[src/rtl/instruction_executor_if.sv]
// Command/status bundle between the SPI register bank and instruction_executor.
// The host side (register bank, bench) uses master; the executor uses slave.
interface instruction_executor_if;
    logic [7:0] instruction;
    logic [7:0] trigger_channel_mask;
    logic [7:0] load_cnt_ser;
    logic       adc_done;
    logic       busy;
    logic       soft_rstn;
    logic       adc_start;
    logic       readout_en;
    logic [2:0] readout_sel;
    logic [7:0] trig_out;
    logic       cmd_err;
    logic       timeout_err;

    modport master (
        output instruction, trigger_channel_mask, load_cnt_ser, adc_done,
        input  busy, soft_rstn, adc_start, readout_en, readout_sel, trig_out,
               cmd_err, timeout_err
    );

    modport slave (
        input  instruction, trigger_channel_mask, load_cnt_ser, adc_done,
        output busy, soft_rstn, adc_start, readout_en, readout_sel, trig_out,
               cmd_err, timeout_err
    );
endinterface

[src/rtl/instruction_executor.sv]
// Synchronizes the SPI instruction byte into iclk and runs each new value once as a command:
// soft reset, ADC start with timeout, readout window, or masked forced trigger.
module instruction_executor #(
    parameter int unsigned ADC_TIMEOUT = 255,
    parameter int unsigned RST_CYCLES  = 4
) (
    input  logic                   iclk,
    input  logic                   rstn,
    instruction_executor_if.slave  bus
);
    typedef enum logic [1:0] {StIdle, StRst, StAdcWait, StReadout} state_e;

    localparam logic [10:0] AdcLimit = 11'(ADC_TIMEOUT);
    localparam logic [10:0] RstLast  = 11'(RST_CYCLES - 1);

    state_e      state_q, state_d;
    logic [7:0]  s1_q, s2_q, s3_q;
    logic [7:0]  last_exec_q, last_exec_d;
    logic [10:0] cnt_q, cnt_d;
    logic        adc_start_q, adc_start_d;
    logic [2:0]  readout_sel_q, readout_sel_d;
    logic [7:0]  trig_out_q, trig_out_d;
    logic        cmd_err_q, cmd_err_d;
    logic        timeout_err_q, timeout_err_d;
    logic        accept;
    logic [3:0]  opcode;

    always_comb begin
        accept        = (state_q == StIdle) && (s2_q == s3_q) && (s2_q != last_exec_q);
        opcode        = s2_q[7:4];
        state_d       = state_q;
        cnt_d         = cnt_q;
        last_exec_d   = last_exec_q;
        adc_start_d   = 1'b0;
        readout_sel_d = readout_sel_q;
        trig_out_d    = 8'h00;
        cmd_err_d     = cmd_err_q;
        timeout_err_d = timeout_err_q;

        case (state_q)
            StIdle: begin
                if (accept) begin
                    last_exec_d = s2_q;
                    cnt_d       = '0;
                    if ((opcode != 4'h0) && (opcode <= 4'h4)) begin
                        cmd_err_d     = 1'b0;
                        timeout_err_d = 1'b0;
                    end
                    case (opcode)
                        4'h0: state_d = StIdle;
                        4'h1: state_d = StRst;
                        4'h2: begin
                            adc_start_d = 1'b1;
                            state_d     = StAdcWait;
                        end
                        4'h3: begin
                            readout_sel_d = s2_q[2:0];
                            // Count 8*(N+1)-1 down to 0: no wrap even at N=255.
                            cnt_d         = {bus.load_cnt_ser, 3'b111};
                            state_d       = StReadout;
                        end
                        4'h4:    trig_out_d = bus.trigger_channel_mask;
                        default: cmd_err_d  = 1'b1;
                    endcase
                end
            end
            StRst: begin
                if (cnt_q == RstLast) state_d = StIdle;
                else                  cnt_d   = cnt_q + 11'd1;
            end
            StAdcWait: begin
                // A done coinciding with the start pulse is too early to be ours.
                if (bus.adc_done && !adc_start_q) begin
                    state_d = StIdle;
                end else if (cnt_q == AdcLimit) begin
                    state_d       = StIdle;
                    timeout_err_d = 1'b1;
                end else begin
                    cnt_d = cnt_q + 11'd1;
                end
            end
            StReadout: begin
                if (cnt_q == 11'd0) state_d = StIdle;
                else                cnt_d   = cnt_q - 11'd1;
            end
            default: state_d = StIdle;
        endcase
    end

    always_ff @(posedge iclk or negedge rstn) begin
        if (!rstn) begin
            state_q       <= StIdle;
            s1_q          <= 8'h00;
            s2_q          <= 8'h00;
            s3_q          <= 8'h00;
            last_exec_q   <= 8'h00;
            cnt_q         <= '0;
            adc_start_q   <= 1'b0;
            readout_sel_q <= 3'd0;
            trig_out_q    <= 8'h00;
            cmd_err_q     <= 1'b0;
            timeout_err_q <= 1'b0;
        end else begin
            state_q       <= state_d;
            s1_q          <= bus.instruction;
            s2_q          <= s1_q;
            s3_q          <= s2_q;
            last_exec_q   <= last_exec_d;
            cnt_q         <= cnt_d;
            adc_start_q   <= adc_start_d;
            readout_sel_q <= readout_sel_d;
            trig_out_q    <= trig_out_d;
            cmd_err_q     <= cmd_err_d;
            timeout_err_q <= timeout_err_d;
        end
    end

    assign bus.busy        = (state_q != StIdle);
    assign bus.soft_rstn   = (state_q != StRst);
    assign bus.readout_en  = (state_q == StReadout);
    assign bus.adc_start   = adc_start_q;
    assign bus.readout_sel = readout_sel_q;
    assign bus.trig_out    = trig_out_q;
    assign bus.cmd_err     = cmd_err_q;
    assign bus.timeout_err = timeout_err_q;
endmodule
[src/flat_wrapper.sv]
// flat-port wrapper written by rule: the top's interface ports become plain ports
module instruction_executor_flat 
#(
    parameter int unsigned ADC_TIMEOUT = 255,
    parameter int unsigned RST_CYCLES  = 4
)
  (iclk, rstn, bus_instruction, bus_trigger_channel_mask, bus_load_cnt_ser, bus_adc_done, bus_busy, bus_soft_rstn, bus_adc_start, bus_readout_en, bus_readout_sel, bus_trig_out, bus_cmd_err, bus_timeout_err);
  instruction_executor_if bus_i ();
  input  logic iclk;
  input  logic rstn;
  input wire logic [$bits(bus_i.instruction)-1:0] bus_instruction;
  input wire logic [$bits(bus_i.trigger_channel_mask)-1:0] bus_trigger_channel_mask;
  input wire logic [$bits(bus_i.load_cnt_ser)-1:0] bus_load_cnt_ser;
  input wire logic [$bits(bus_i.adc_done)-1:0] bus_adc_done;
  output wire logic [$bits(bus_i.busy)-1:0] bus_busy;
  output wire logic [$bits(bus_i.soft_rstn)-1:0] bus_soft_rstn;
  output wire logic [$bits(bus_i.adc_start)-1:0] bus_adc_start;
  output wire logic [$bits(bus_i.readout_en)-1:0] bus_readout_en;
  output wire logic [$bits(bus_i.readout_sel)-1:0] bus_readout_sel;
  output wire logic [$bits(bus_i.trig_out)-1:0] bus_trig_out;
  output wire logic [$bits(bus_i.cmd_err)-1:0] bus_cmd_err;
  output wire logic [$bits(bus_i.timeout_err)-1:0] bus_timeout_err;
  assign bus_i.instruction = bus_instruction;
  assign bus_i.trigger_channel_mask = bus_trigger_channel_mask;
  assign bus_i.load_cnt_ser = bus_load_cnt_ser;
  assign bus_i.adc_done = bus_adc_done;
  assign bus_busy = bus_i.busy;
  assign bus_soft_rstn = bus_i.soft_rstn;
  assign bus_adc_start = bus_i.adc_start;
  assign bus_readout_en = bus_i.readout_en;
  assign bus_readout_sel = bus_i.readout_sel;
  assign bus_trig_out = bus_i.trig_out;
  assign bus_cmd_err = bus_i.cmd_err;
  assign bus_timeout_err = bus_i.timeout_err;
  instruction_executor #(.ADC_TIMEOUT(ADC_TIMEOUT), .RST_CYCLES(RST_CYCLES)) u_core (.iclk(iclk), .rstn(rstn), .bus(bus_i));
endmodule
[config.mk]
export PLATFORM = sky130hd
export DESIGN_NAME = instruction_executor_flat
export DESIGN_NICKNAME = d
export VERILOG_FILES = /design/src/rtl/instruction_executor_if.sv /design/src/rtl/instruction_executor.sv /design/src/flat_wrapper.sv
export SDC_FILE = /design/constraint.sdc
export NUM_CORES = 1
export LEC_CHECK = 0
export BUFFER_PORTS_ARGS = -buffer_cell sky130_fd_sc_hd__buf_2
export CAP_MARGIN = 15
export CORE_MARGIN = 3
export CORE_UTILIZATION = 56
export DETAILED_ROUTE_END_ITERATION = 10
export PLACE_DENSITY = 0.79
export SYNTH_ARGS = -nofsm -noshare
export SYNTH_HDL_FRONTEND = slang
export SYNTH_SLANG_ARGS = --single-unit
[constraint.sdc]
create_clock -name iclk -period 3.35 [get_ports iclk]
set_clock_uncertainty 0.1 [all_clocks]
set_input_delay 0.1675 -clock iclk [delete_from_list [all_inputs] [get_ports iclk]]
set_output_delay 0.1675 -clock iclk [all_outputs]
set_load 0.01 [all_outputs]
==> summary.txt <==
result of the run: finished clean
via count: 2250
Worst Hold Class: primary input to flop
global-route wire length before repair: 10870 µm
library cell with the largest summed area after synthesis: sky130_fd_sc_hd__dfrtp_1
routability congestion estimate: 0.9186
power per cell area: 489.6 mW/mm²
compound-gate portion of the synthesized area: 14.16%
unrepaired setup endpoints after global routing: no
DRC violations left: 0
instance count of the mapped netlist: 258
ordered list of cells on the worst path: nand2_1 -> clkinv_1 -> xnor2_1 -> ha_1 -> nor2_1 -> a31oi_1 -> a2bb2oi_1 -> or3b_2 -> a211oi_1 -> a211oi_1
Worst Path Class, Setup: flop to flop
Setup crit start kind: flop
number of design-rule violations left by the first detailed-router iteration: 283
mean instance size in the synthesized netlist: 11.27 µm²
adder-cell area share of the yosys netlist: 0.4303%
commonest non-fill, non-tap cells in the layout: sky130_fd_sc_hd__dfrtp_1 (59), sky130_fd_sc_hd__buf_2 (43), sky130_fd_sc_hd__dlygate4sd3_1 (17)
count of buffers from port buffering: 43
post-synthesis sequential area ratio: 50.77%
via/cell ratio: 5.725
number of hold violations in the final report: 0
core area: 0.004880 mm²
Worst Hold Slack: 25.74 ps
Static Leak: 1.608 nW
max incr delay on CP: 470 ps
antenna violations before repair: 0
transition at the pin with the smallest max-transition slack: 440.3 ps
fraction of synthesized cell area taken by the top area cell type: 50.77%
main combinational cell family by area after synthesis: simple AND/OR/NAND/NOR gates
final worst-path cycle share: 80.51%
Yosys warning total: 0
distinct cell type count after synthesis: 53
largest net degree at the start of global routing: 49
final core utilization: 72.51%
data required time at the worst endpoint: 3470 ps
total nets after synthesis: 286
fin nets: 349
wire length reported by the detailed router: 6334 µm
kind of end point of the critical path: flop
Final HPWL DP: 4141 µm
fraction of the mapped netlist area in simple logic gates: 18.12%
H-tree levels: 3
leading cell type in the layout, fill and taps excluded: sky130_fd_sc_hd__dfrtp_1
Pre-Repair DR Iteration Count: 4
post-cts sizing count: 0
root buffer cell: sky130_fd_sc_hd__clkbuf_8
data arrival time of the critical path: 2810 ps
summed instance area of the synthesized netlist: 0.002908 mm²
Die Ht: 78.06 µm
via count of the first global-routing pass: 2369
launch point of the worst hold path: bus_load_cnt_ser[6]
proportion of synthesized area in mux cells: 5.680%
R2R Path End: u_core.cnt_q[10]
number of cells traversed by the worst hold path: 3
antenna viol nets, final: 0
highest clock frequency the design can meet: 370.8 MHz
reg2reg path depth: 10
max-cap check violation count: 0
post-synthesis share of cell area spent on xor and xnor gates: 5.723%
cell with the most instances on the worst path: sky130_fd_sc_hd__a211oi_1
top post-synthesis cells by area: sky130_fd_sc_hd__dfrtp_1 (51%), sky130_fd_sc_hd__mux2_2 (4.6%), sky130_fd_sc_hd__xnor2_1 (3.0%), sky130_fd_sc_hd__xor2_1 (2.7%), sky130_fd_sc_hd__nor4_4 (2.2%)
slowest cell on the critical path: sky130_fd_sc_hd__or3b_2
count of state elements after synthesis: 59
boundary pin count: 44
Total Routing Usage GR: 22.95%
minimum clock period: 2697 ps
overall die area: 0.006093 mm²
P&R area growth vs syn: 21.69%
Max IR drop VDD: 0.0004241 V
setup violation total in the final timing report: 0
TritonCTS clock tree: built
reg-to-reg critical path startpoint: u_core.state_q[1]
maximum number of buffers from clock root to sink: 2
sink count of the clock tree: 59
clock latency of the later-clocked register in the worst-skew pair: 330 ps
Std-Cell Rows: 25
clock-pin slew on the worst setup and hold paths: 70 ps
crit-path max FO: 9
worst hold endpoint: u_core.cnt_q[9]
filler cell count in the final layout: 358
Worst path top cell family by delay: simple AND/OR/NAND/NOR gates
Register-to-Register Setup Slack: 650 ps
count of antenna diodes in the layout: 0
max-slew headroom at the worst pin: 70.40%
total overflow reported by the global router: 0
chip width: 78.06 µm
Final Max Tran Viols: 0
Initial Utilization: 59.59%
path length in cells of the critical path: 10
routed length per instance: 16.12 µm
total buffers and inverters traversed by the critical path: 1
number of buffers inserted during clock tree synthesis: 9
setup total negative slack: 0 ps
total design power: 1.732 mW
layout cells sized above 1: 28.53%
[worst min-delay path: cells and delay by family]
family | cells | cell delay (ps)
AO/OA/AOI/OAI | 2 | 170
buffers and inverters | 1 | 80
[routing by layer]
layer / wire (µm) / global-route usage, %
met5: 0 / 0
met4: 126 / 9.266
met3: 346 / 7.913
met2: 3179 / 38.01
met1: 2681 / 27.44
[state kept, by name, summed over array words and instances, names as in the netlist]
| name | flops |
|---|---|
| u_core.bus.cmd_err | 1 |
| u_core.s2_q | 8 |
| u_core.bus.timeout_err | 1 |
| u_core.s1_q | 8 |
| u_core.bus.trig_out | 8 |
| u_core.state_q | 2 |
| u_core.last_exec_q | 8 |
| u_core.s3_q | 8 |
| u_core.bus.adc_start | 1 |
| u_core.bus.readout_sel | 3 |
| u_core.cnt_q | 11 |
[kinds of logic after synthesis]
kind of cell | Yosys count
flip-flops | 59
AO/OA/AOI/OAI | 56
adder cells (fa/ha/maj) | 1
AND/OR/NAND/NOR | 81
XOR/XNOR | 19
multiplexers | 15
buffers and inverters | 27
[report_power, final]
group | switching (mW) | internal, mW
Sequential | 0.0694 | 0.766
Clock | 0.287 | 0.344
Combinational | 0.139 | 0.126
Total | 0.496 | 1.24
[worst max-delay path by stage]
| stage | start | end |
|---|---|---|
| floorplan | u_core.state_q[1] | u_core.cnt_q[10] |
| global placement | u_core.state_q[1] | u_core.cnt_q[10] |
| detailed placement | u_core.state_q[1] | u_core.cnt_q[10] |
| CTS | u_core.state_q[1] | u_core.cnt_q[10] |
| global route | u_core.state_q[1] | u_core.cnt_q[10] |
| finish | u_core.state_q[1] | u_core.cnt_q[10] |
[Yosys cell counts (all sizes together)]
cell type  instances
o22a               2
a2bb2oi            1
a211o              3
and3               1
o21ai              9
ha                 1
nor2              11
xnor2             10
nand2             17
a31oi              3
a22oi              2
nand2b             2
a41o               1
and2              10
mux2i              3
o221ai             1
nand4             10
and4               2
a21oi             12
a21o               4
nand3              6
nor3               8
clkinv             1
o311a              1
mux2              12
o31ai              3
or3b               2
or2                1
clkbuf             3
nor4               7
or4b               1
a22o               1
nand4b             1
dfrtp             59
buf               14
nor4bb             1
a2111oi            1
xor2               9
o2bb2ai            4
inv                9
o41ai              1
nor4b              1
a221oi             1
a211oi             6
[area by class of cell]
class                      instances  area [µm²]  area share (%)
tap                               67       83.83           2.369
timing repair buffer              69       465.4           13.15
clock inverter                     6       65.06           1.839
inverter                          10       37.54           1.061
clock buffer                      10       127.6           3.607
sequential                        59        1476           41.73
multi-input combinational        172        1282           36.24
[metrics by stage]
stage          worst slack, ps  std cells  area (µm²)
5_1_grt                  478.0        393        3538
3_3_place_gp             792.7        359        3156
4_1_cts                  671.6        392        3518
2_1_floorplan            673.5        258        2908
6_report                 652.8        393        3538
3_5_place_dp             667.9        359        3156
[what timing repair did]
action	CTS	global route
endpoints found under the hold margin	63	0
buffers inserted	0	0
hold buffers	17	0
(Power assumes the default switching activity.)
